<file path="config.mk">
export PLATFORM = sky130hd
export DESIGN_NAME = processing_array_3x3
export DESIGN_NICKNAME = d
export VERILOG_FILES = /design/src/rtl/pa_pkg.sv /design/src/rtl/pa_mac_pe.sv /design/src/rtl/processing_array_3x3.sv
export SDC_FILE = /design/constraint.sdc
export NUM_CORES = 2
export LEC_CHECK = 0
export ABC_AREA = 1
export ABC_CLOCK_PERIOD_IN_PS = 7400
export BUFFER_PORTS_ARGS = -buffer_cell sky130_fd_sc_hd__buf_4
export CORE_UTILIZATION = 57
export CTS_CLUSTER_DIAMETER = 150
export DETAILED_ROUTE_END_ITERATION = 10
export GPL_ROUTABILITY_DRIVEN = 0
export PLACE_DENSITY = 0.91
export SYNTH_ARGS = -nofsm -noshare
export SYNTH_HDL_FRONTEND = slang
export SYNTH_SLANG_ARGS = --single-unit
</file>
<file path="constraint.sdc">
create_clock -name clk -period 7.4 [get_ports clk]
set_input_delay 1.85 -clock clk [delete_from_list [all_inputs] [get_ports clk]]
set_output_delay 1.85 -clock clk [all_outputs]
set_load 0.02 [all_outputs]
</file>
<file path="src/rtl/pa_pkg.sv">
// Shared definitions for the 3x3 output-stationary systolic array.
// Latency: n/a (types and constants only).
// Backpressure: n/a.
// Contents: array dimension, default operand/accumulator widths, drain length,
// operand/accumulator typedefs and the array controller state encoding.
package pa_pkg;
  localparam int N          = 3;
  localparam int DATA_W_DEF = 8;
  localparam int ACC_W_DEF  = 32;
  // Last vector needs 2N-1 edges to sweep from PE(0,0) to PE(N-1,N-1) and settle.
  localparam int DRAIN_LEN  = 2*N - 1;

  typedef logic signed [DATA_W_DEF-1:0] operand_t;
  typedef logic signed [ACC_W_DEF-1:0]  acc_t;

  typedef enum logic [1:0] {
    IDLE,
    LOAD,
    DRAIN,
    DONE
  } pa_state_e;
endpackage

</file>
<file path="src/rtl/pa_mac_pe.sv">
// Single systolic PE: signed multiply-accumulate with registered right/down operand forwarding.
// Latency: operands forwarded after 1 cycle; accumulator updates on every edge.
// Backpressure: none; upstream injects zero operands for idle cycles.
// Ports: clk, clr (sync clear of acc and forward regs), a/b (operands in),
//        a_fwd/b_fwd (operands to right/lower neighbour), acc (running sum),
//        ovf_hit (signed overflow on this cycle's add).
// Config macro: PA_SATURATE_EN clamps the accumulator on overflow instead of wrapping.
module pa_mac_pe
  import pa_pkg::*;
#(
  parameter int DATA_W = DATA_W_DEF,
  parameter int ACC_W  = ACC_W_DEF
) (
  input  logic                     clk,
  input  logic                     clr,
  input  logic signed [DATA_W-1:0] a,
  input  logic signed [DATA_W-1:0] b,
  output logic signed [DATA_W-1:0] a_fwd,
  output logic signed [DATA_W-1:0] b_fwd,
  output logic signed [ACC_W-1:0]  acc,
  output logic                     ovf_hit
);

  logic signed [2*DATA_W-1:0] prod;
  logic signed [ACC_W-1:0]    prod_ext;
  logic signed [ACC_W-1:0]    sum;
  logic signed [ACC_W-1:0]    acc_n;

  always_comb begin
    prod     = (2*DATA_W)'(a) * (2*DATA_W)'(b);
    prod_ext = ACC_W'(prod);
    sum      = acc + prod_ext;
    // Same-sign operands producing a result of the other sign.
    ovf_hit  = (acc[ACC_W-1] == prod_ext[ACC_W-1]) && (sum[ACC_W-1] != acc[ACC_W-1]);
`ifdef PA_SATURATE_EN
    if (ovf_hit) begin
      // Clamp toward the sign both operands shared.
      acc_n = acc[ACC_W-1] ? {1'b1, {(ACC_W-1){1'b0}}} : {1'b0, {(ACC_W-1){1'b1}}};
    end else begin
      acc_n = sum;
    end
`else
    acc_n = sum;
`endif
  end

  always_ff @(posedge clk) begin
    if (clr) begin
      acc   <= '0;
      a_fwd <= '0;
      b_fwd <= '0;
    end else begin
      acc   <= acc_n;
      a_fwd <= a;
      b_fwd <= b;
    end
  end

endmodule

</file>
<file path="src/rtl/processing_array_3x3.sv">
// 3x3 output-stationary systolic matrix multiply: C += A x B over K_STEPS column/row vector pairs.
// Latency: o_computation_done rises 5 edges after the edge accepting the last vector.
// Backpressure: o_ready_for_data low during DRAIN/DONE; valid is ignored while not ready.
// Ports: clk, i_reset (sync, active-high), i_a_vector/i_b_vector (packed operand vectors),
//        i_data_valid, i_read_enable (leave DONE), i_clear_acc (sync clear),
//        o_result_matrix (packed accumulators), o_computation_done, o_ready_for_data,
//        o_overflow_detected (sticky).
// Config macro: PA_SATURATE_EN (saturating accumulators, passed to pa_mac_pe).
module processing_array_3x3
  import pa_pkg::*;
#(
  parameter int DATA_W  = DATA_W_DEF,
  parameter int ACC_W   = ACC_W_DEF,
  parameter int K_STEPS = 3
) (
  input  logic                 clk,
  input  logic                 i_reset,
  input  logic [N*DATA_W-1:0]  i_a_vector,
  input  logic [N*DATA_W-1:0]  i_b_vector,
  input  logic                 i_data_valid,
  input  logic                 i_read_enable,
  input  logic                 i_clear_acc,
  output logic [N*N*ACC_W-1:0] o_result_matrix,
  output logic                 o_computation_done,
  output logic                 o_ready_for_data,
  output logic                 o_overflow_detected
);

  localparam int CW = $clog2(K_STEPS + 1);

  pa_state_e state, state_n;
  logic [CW-1:0] cnt, cnt_n;
  logic [2:0]    drain_cnt, drain_n;
  logic          clr;
  logic          accept;

  logic signed [DATA_W-1:0] a_g [N];
  logic signed [DATA_W-1:0] b_g [N];
  logic signed [DATA_W-1:0] a_h [N][N+1];
  logic signed [DATA_W-1:0] b_v [N+1][N];
  logic [N*N-1:0]           pe_ovf;
  logic                     edge_unused;

  assign clr                = i_reset | i_clear_acc;
  assign o_ready_for_data   = ((state == IDLE) || (state == LOAD)) && (cnt < CW'(K_STEPS));
  assign o_computation_done = (state == DONE);
  assign accept             = i_data_valid && o_ready_for_data;

  // Non-accepted cycles feed zeros so bubbles contribute nothing.
  always_comb begin
    for (int i = 0; i < N; i++) begin
      a_g[i] = accept ? i_a_vector[DATA_W*i +: DATA_W] : '0;
      b_g[i] = accept ? i_b_vector[DATA_W*i +: DATA_W] : '0;
    end
  end

  // Row i / column j operands are delayed i / j cycles so matching k meet in each PE.
  for (genvar gi = 0; gi < N; gi++) begin : g_skew
    if (gi == 0) begin : g_direct
      assign a_h[0][0] = a_g[0];
      assign b_v[0][0] = b_g[0];
    end else begin : g_pipe
      logic signed [DATA_W-1:0] a_pipe [gi];
      logic signed [DATA_W-1:0] b_pipe [gi];
      always_ff @(posedge clk) begin
        if (clr) begin
          for (int d = 0; d < gi; d++) begin
            a_pipe[d] <= '0;
            b_pipe[d] <= '0;
          end
        end else begin
          a_pipe[0] <= a_g[gi];
          b_pipe[0] <= b_g[gi];
          for (int d = 1; d < gi; d++) begin
            a_pipe[d] <= a_pipe[d-1];
            b_pipe[d] <= b_pipe[d-1];
          end
        end
      end
      assign a_h[gi][0] = a_pipe[gi-1];
      assign b_v[0][gi] = b_pipe[gi-1];
    end
  end

  for (genvar gi = 0; gi < N; gi++) begin : g_row
    for (genvar gj = 0; gj < N; gj++) begin : g_col
      logic signed [ACC_W-1:0] acc_q;
      pa_mac_pe #(.DATA_W(DATA_W), .ACC_W(ACC_W)) u_pe (
        .clk     (clk),
        .clr     (clr),
        .a       (a_h[gi][gj]),
        .b       (b_v[gi][gj]),
        .a_fwd   (a_h[gi][gj+1]),
        .b_fwd   (b_v[gi+1][gj]),
        .acc     (acc_q),
        .ovf_hit (pe_ovf[gi*N+gj])
      );
      assign o_result_matrix[ACC_W*(N*gi+gj) +: ACC_W] = acc_q;
    end
  end

  // Operands leaving the right/bottom edge of the array have no consumer.
  always_comb begin
    edge_unused = 1'b0;
    for (int i = 0; i < N; i++) begin
      edge_unused = edge_unused ^ (^a_h[i][N]) ^ (^b_v[N][i]);
    end
  end

  always_comb begin
    state_n = state;
    cnt_n   = cnt;
    drain_n = drain_cnt;
    case (state)
      IDLE, LOAD: begin
        if (accept) begin
          cnt_n = cnt + CW'(1);
          if (cnt_n == CW'(K_STEPS)) begin
            state_n = DRAIN;
            drain_n = '0;
          end else begin
            state_n = LOAD;
          end
        end
      end
      DRAIN: begin
        if (drain_cnt == 3'(DRAIN_LEN - 1)) begin
          state_n = DONE;
        end else begin
          drain_n = drain_cnt + 3'd1;
        end
      end
      DONE: begin
        if (i_read_enable) begin
          state_n = IDLE;
          cnt_n   = '0;
        end
      end
      default: state_n = IDLE;
    endcase
  end

  always_ff @(posedge clk) begin
    if (clr) begin
      state               <= IDLE;
      cnt                 <= '0;
      drain_cnt           <= '0;
      o_overflow_detected <= 1'b0;
    end else begin
      state               <= state_n;
      cnt                 <= cnt_n;
      drain_cnt           <= drain_n;
      o_overflow_detected <= o_overflow_detected | (|pe_ovf);
    end
  end

endmodule

</file>
## Yosys cells after proc, flatten, opt, wreduce, memory -nomap -nowiden

Memory sizes are Yosys's and may differ from the RTL's.
Cells that the tools add are included.

- Muxes and demuxes: 28
- Reductions and logical operators: 22
- Order comparisons: 1
- $add $sub $neg: 11
- Bitwise logic cells: 6
- $mul: 9
- Equality and inequality tests: 28

Operators by type and width:

| cell | number |
|---|---|
| $add A32 B16 Y32 | 9 |
| $mul A8 B8 Y16 | 9 |
| $mux W8 | 12 |
| $reduce_or A8 Y1 | 2 |
| $logic_and A1 B1 Y1 | 11 |
| $mux W2 | 5 |
| $ne A2 B2 Y1 const B | 5 |
| $eq A1 B1 Y1 | 9 |
| $mux W3 | 3 |
| $ne A1 B1 Y1 | 9 |
| $reduce_or A9 Y1 | 1 |
| $eq A2 B2 Y1 const B | 3 |
| $or A1 B1 Y1 | 6 |
| $pmux W2 S3 | 1 |
| $pmux W3 S2 | 1 |
| $reduce_and A3 Y1 | 2 |
| $mux W1 | 5 |
| $pmux W2 S2 | 1 |
| $reduce_and A4 Y1 | 1 |
| $reduce_bool A2 Y1 | 2 |
| $add A3 B1 Y3 const B | 1 |
| $eq A3 B3 Y1 const B | 1 |
| $add A2 B1 Y2 const B | 1 |
| $eq A2 B1 Y1 const B | 1 |
| 4 further kinds | 4 |

- Register bits: 392
- Bits of input ports: 53
- Word-level logic and storage cells: 134
- Memories kept: 4
- RAM bits: 48
- Output and inout bits: 291

Memories:

| memory | depth | bits a word | read ports | clocked after memory_dff | write ports | RTL line | text |
|---|---|---|---|---|---|---|---|
| g_skew[2].g_pipe.a_pipe | 2 | 8 | 2 | 0 | 2 | processing_array_3x3.sv:63 | `logic signed [DATA_W-1:0] a_pipe [gi];` |
| g_skew[2].g_pipe.b_pipe | 2 | 8 | 2 | 0 | 2 | processing_array_3x3.sv:64 | `logic signed [DATA_W-1:0] b_pipe [gi];` |
| g_skew[1].g_pipe.a_pipe | 1 | 8 | 1 | 0 | 1 | processing_array_3x3.sv:63 |  |
| g_skew[1].g_pipe.b_pipe | 1 | 8 | 1 | 0 | 1 | processing_array_3x3.sv:64 |  |

## Longest topological paths before layout

- Depth in word-level cells: 11
- Gate-level depth with buffers: 41
- Gate-level depth less buffers: 41

## Hierarchy

A second synthesis with hierarchy kept.

- Cell total of the unflattened synthesis: 8001
- Area total of the unflattened synthesis: 54976.5 um2

By module, submodules not included:

| module | times used | sequential area each (um2) | area an instance (um2) | cells each |
|---|---|---|---|---|
| pa_mac_pe (g_row[0].g_col[0].u_pe ...) | 3 | 960.9 | 5811.8 | 842 |
| pa_mac_pe (g_row[2].g_col[0].u_pe ...) | 2 | 960.9 | 5815.6 | 843 |
| pa_mac_pe (g_row[1].g_col[0].u_pe) | 1 | 960.9 | 6022.0 | 907 |
| pa_mac_pe (g_row[1].g_col[1].u_pe) | 1 | 960.9 | 5987.0 | 896 |
| pa_mac_pe (g_row[2].g_col[2].u_pe) | 1 | 960.9 | 5913.2 | 870 |
| pa_mac_pe (g_row[1].g_col[2].u_pe) | 1 | 960.9 | 5898.2 | 858 |
| processing_array_3x3 | 1 | 1121.1 | 2089.5 | 258 |

## Worst setup path after synthesis

No wires, ideal clock.

- Path kind: input port to flip-flop
- Start point: input port i_data_valid
- End point: register o_overflow_detected
- Stages: 35
- Buffers on the path: 0
- Path slack: -125 ps
- Arrival time: 7397 ps
- Library setup time: 128 ps
- Data required time: 7272 ps
- Cell sequence: nand2_1 > nor2_1 > inv_1 > nor2_1 > inv_1 > fa_1 > inv_1 > fa_1 > inv_1 > fa_1 > inv_1 > fa_1 > ha_1 > nand2_1 > inv_1 > a21oi_1 > nand2_1 > nor2_1 > nand3_1 > nand2_1 > ha_1 > nand2_1 > inv_1 > a21oi_1 > nand2_1 > nand2_1 > nand2_1 > inv_1 > nand2_1 > nand3_1 > nand2_1 > nor2_1 > nand3_1 > nor2_1 > nor2_1

- Longest elaborated chain between the ends: 8
- Elaborated cells between the ends (all ways): 10
- Those cells by class: add/sub: 1; mul: 1; eq/ne: 2; mux: 2; bitwise: 1; reduce/logical: 3

Ends and longest elaborated chain:

| element | RTL line | text |
|---|---|---|
| start, declared | processing_array_3x3.sv:20 | `input logic i_data_valid,` |
| $logic_and A1 B1 Y1 * | processing_array_3x3.sv:47 | `assign accept = i_data_valid && o_ready_for_data;` |
| $mux W8 (on tied branches) | processing_array_3x3.sv:52, processing_array_3x3.sv:53 |  |
| $mul A8 B8 Y16 * | pa_mac_pe.sv:30 | `prod = (2*DATA_W)'(a) * (2*DATA_W)'(b);` |
| $add A32 B16 Y32 | pa_mac_pe.sv:32 | `sum = acc + prod_ext;` |
| $ne A1 B1 Y1 | pa_mac_pe.sv:34 | `ovf_hit = (acc[ACC_W-1] == prod_ext[ACC_W-1]) && (sum[ACC_W-1] != acc[ACC_W-1]);` |
| $logic_and A1 B1 Y1 * | pa_mac_pe.sv:34 |  |
| $reduce_or A9 Y1 * | processing_array_3x3.sv:153 | `o_overflow_detected <= o_overflow_detected \| (\|pe_ovf);` |
| $or A1 B1 Y1 * | processing_array_3x3.sv:153 |  |
| end signal, assigned | processing_array_3x3.sv:153 |  |
| end, declared | processing_array_3x3.sv:26 | `output logic o_overflow_detected` |

Every way passes the cells marked *; elsewhere a longest branch is shown, timed or not.
A chain may end at the register's enable or synchronous reset.

## Worst setup path in the final report

Same ends and word-level chain as after synthesis.

==> qor.log <==
qor: power_and_ir_drop.switchingPower 2.83 mW
qor: place.post-dp-hpwl 110000 µm
qor: clocking.clock_insertion_delay_worst_skew 0.64 ns
qor: global_routing.antenna_found_initial 1
qor: sta.hold_viol_final 0
qor: sta.max_freq 140 MHz
qor: power_and_ir_drop.power.internal 5.60 mW
qor: clocking.cts_made_buffers 55
qor: yosys.synth_top_cell_by_area sky130_fd_sc_hd__fa_1
qor: setup_path.crit_path_top_delay_cell sky130_fd_sc_hd__fa_1
qor: sta.report.final.slew_viol_count 0
qor: clocking.clkTransAtPathRegs 0.06 ns
qor: yosys.seq_area_frac_synth 17.4%
qor: sta.fin_hold_ws 0.405 ns
qor: setup_path.worst-setup-path-type input pin to flip-flop
qor: die.io_pins 344
qor: setup_path.start_kind input pin
qor: setup_path.critPathRequiredTime 7.90 ns
qor: global_routing.via_count_of_the_first_global_routing_pass 48700
qor: clocking.number_of_buffers_added_to_fix_hold_violations_after_cts 0
qor: sta.timing.slew.headroom 37.7%
qor: drt.post-route-drc-count 0
qor: yosys.synth.most_common_cell sky130_fd_sc_hd__inv_1
qor: drt.detail_routed_via_count_per_cell 5.48
qor: finish.area_delta_synth_final 13.5%
qor: drt.drtAntennaViolNets 0
qor: drt.drt-pass1-iter-count 8
qor: yosys.netlist_instances 7123
qor: yosys.synthDistinctLibCells 63
qor: die.die_w 300 µm
qor: sta.fin_ws 0.241 ns
qor: power_and_ir_drop.p_clk_share 37.7%
qor: finish.num-nets-final 8600
qor: power_and_ir_drop.power.sequential.fraction 30.4%
qor: die.rows 108
qor: job.max_cap_viol_count 0
qor: global_routing.grt_first_pass_wirelength 227000 µm
qor: place.placed_cell_area 55000 µm²
qor: yosys.postSynth.topFlopCell sky130_fd_sc_hd__dfxtp_1
qor: hold_path.hold_class flip-flop to flip-flop
qor: yosys.ys_seq_elements 440
qor: setup_path.crit_fanout 5
qor: die.floorplan.die_area 89900 µm²
qor: global_routing.grt_start_max_net_pins 87
qor: setup_path.critPathArrivalTime 7.66 ns
qor: clocking.clock-sinks 440
qor: drt.drt-wirelength-per-cell 15.9 µm
qor: clocking.cts-htree-levels 2
qor: outcome.status complete, no violations
qor: finish.final_layout_size_suffix_gt1_share 10.3%
qor: die.vertical_die_dimension 300 µm
qor: power_and_ir_drop.p_total 8.44 mW
qor: yosys.synthArstFlopShare 0%
qor: setup_path.cpPeakStageDelay 0.55 ns
qor: drt.detail_route.wirelength 139000 µm
qor: clocking.clock_path_buffers 3
qor: setup_path.worst_setup_path_end_kind flip-flop
qor: place.io_buffer_count 343
qor: global_routing.grt.overflow.total 0
qor: sta.setup_viol 0
qor: power_and_ir_drop.swShare 33.6%
qor: die.floorplan.initialDensity 57.9%
qor: clocking.clock_tree.root_cell sky130_fd_sc_hd__clkbuf_16
qor: yosys.synthesis.area_per_instance 7.10 µm²
qor: sta.timing_worst_slew_pin_value 0.935 ns
qor: yosys.post_synth_main_area_contributors sky130_fd_sc_hd__fa_1, sky130_fd_sc_hd__dfxtp_1, sky130_fd_sc_hd__ha_1
qor: yosys.yosysWarningCount 0
qor: yosys.mappedNetlistNets 8224
qor: drt.initialDrtViolationCount 3861
qor: sta.final.setup_skew 0.0243 ns
qor: yosys.synth.cell_area 50600 µm²
qor: sta.period_minus_slack 7.16 ns
qor: clocking.tritoncts built
qor: power_and_ir_drop.combPwrFrac 31.9%
qor: finish.post-route-util 65.8%
qor: global_routing.groute.usage.overall 30.5%
qor: yosys.synth-edff-count 0
qor: drt.dr_total_vias 47700
qor: finish.final_area 57400 µm²
qor: power_and_ir_drop.worst_ir_drop_vdd 255 µV
qor: sta.min_period_over_period 96.7%
qor: setup_path.crit_top_cell sky130_fd_sc_hd__nand2_1
qor: yosys.netlist_top_cells_count sky130_fd_sc_hd__inv_1, sky130_fd_sc_hd__nand2_1, sky130_fd_sc_hd__nor2_1, sky130_fd_sc_hd__a21oi_1, sky130_fd_sc_hd__ha_1
qor: power_and_ir_drop.power.density 147 nW/µm²
qor: die.fp.coreArea 87300 µm²
qor: power_and_ir_drop.power.leakage 31.2 nW
qor: yosys.synth_largest_type_area_fraction 20.0%
qor: place.dp_worst_setup_slack -0.637 ns
[final timing paths]
path | startpoint | endpoint | slack (ns) | cells past startpoint
setup reg to reg | cnt[0] | o_overflow_detected | 0.46 | 36
hold reg to reg | g_skew[2].g_pipe.a_pipe[0][3] | g_skew[2].g_pipe.a_pipe[0][11] | 0.40 | 2
hold / removal | g_skew[2].g_pipe.a_pipe[0][3] | g_skew[2].g_pipe.a_pipe[0][11] | 0.40 | 2
setup / recovery | i_data_valid | o_overflow_detected | 0.24 | 35
[power groups by stage]
stage	logic [mW]	registers [mW]	clock network, mW
6_report	2.69	2.57	3.18
5_1_grt	2.93	2.57	3.31
4_1_cts	2.48	2.55	3.21
3_5_place_dp	2.45	2.60	0
3_3_place_gp	2.34	2.61	0
2_1_floorplan	1.34	2.63	0
[per-layer routing]
| layer | up-vias | track usage, % | wire length (µm) |
|---|---|---|---|
| li1 | 22800 | - | - |
| met1 | 22200 | 36.4 | 54100 |
| met2 | 2051 | 52.3 | 65500 |
| met3 | 597 | 5.43 | 11200 |
| met4 | 0 | 16.3 | 7860 |
| met5 | - | 0 | 0 |
[cells by family (layout without fill, tap and decap cells)]
group           after synthesis  count (layout)  share of synthesized area (%)
compound gates             1160            1160                           13.1
simple gates               2568            2569                           20.6
fa+ha+maj                  1048            1048                           33.4
xor+xnor                    131             131                           2.27
other cells                   0               3                              0
flops                       440             440                           17.4
buf+inv                    1776            2196                           13.2
[what timing repair did]
| action | 4_1_cts | 5_1_grt |
|---|---|---|
| cloned | 0 | 1 |
| pin swaps | 0 | 9 |
| setup endpoints to repair | 1 | 19 |
| setup buffers | 0 | 8 |
| resized for setup | 1 | 43 |
[worst max-delay path: cells and delay by family]
family	cells	cell delay, ns
fa+ha+maj	6	2.58
simple gates	18	1.85
buf+inv	9	0.97
compound gates	2	0.38
[metrics by stage]
| stage | instances | TNS (ns) |
|---|---|---|
| after floorplan | 7123 | 0 |
| after global placement | 8588 | -2.31 |
| after detailed placement | 8588 | -7.76 |
| after CTS | 8690 | 0 |
| after global routing | 8700 | -0.194 |
| final | 8702 | 0 |
[flip-flops by register name, summed over array words and instances, names as in the netlist]
| signal | flops |
|---|---|
| g_row.g_col.u_pe.acc | 288 |
| g_row.g_col.u_pe.a_fwd | 48 |
| g_row.g_col.u_pe.b_fwd | 48 |
| g_skew.g_pipe.a_pipe | 24 |
| g_skew.g_pipe.b_pipe | 24 |
| drain_cnt | 3 |
| cnt | 2 |
| state | 2 |
| o_overflow_detected | 1 |
[cells in the final DEF (no fill, tap or decap), types with 70 or more instances in the layout]
cell and n:
sky130_fd_sc_hd__dfxtp_1 440, sky130_fd_sc_hd__nand2_1 1560, sky130_fd_sc_hd__fa_1 504, sky130_fd_sc_hd__buf_4 491, sky130_fd_sc_hd__a21oi_1 574, sky130_fd_sc_hd__ha_1 538
sky130_fd_sc_hd__xor2_1 70, sky130_fd_sc_hd__nand3_1 182, sky130_fd_sc_hd__nor2_1 615, sky130_fd_sc_hd__o21ai_0 278, sky130_fd_sc_hd__inv_1 1587
[area by class of cell]
class / instances / area, µm²
multi-input cells: 4908 / 35300
fillers: 6985 / 29900
flip-flops and latches: 440 / 8810
inverters: 1602 / 6020
repair buffers: 492 / 3710
clock buffers: 70 / 1580
well taps: 1155 / 1450
clock inverters: 32 / 554
diodes: 3 / 7.51
No activity file was read; power rests on OpenSTA's default activity.
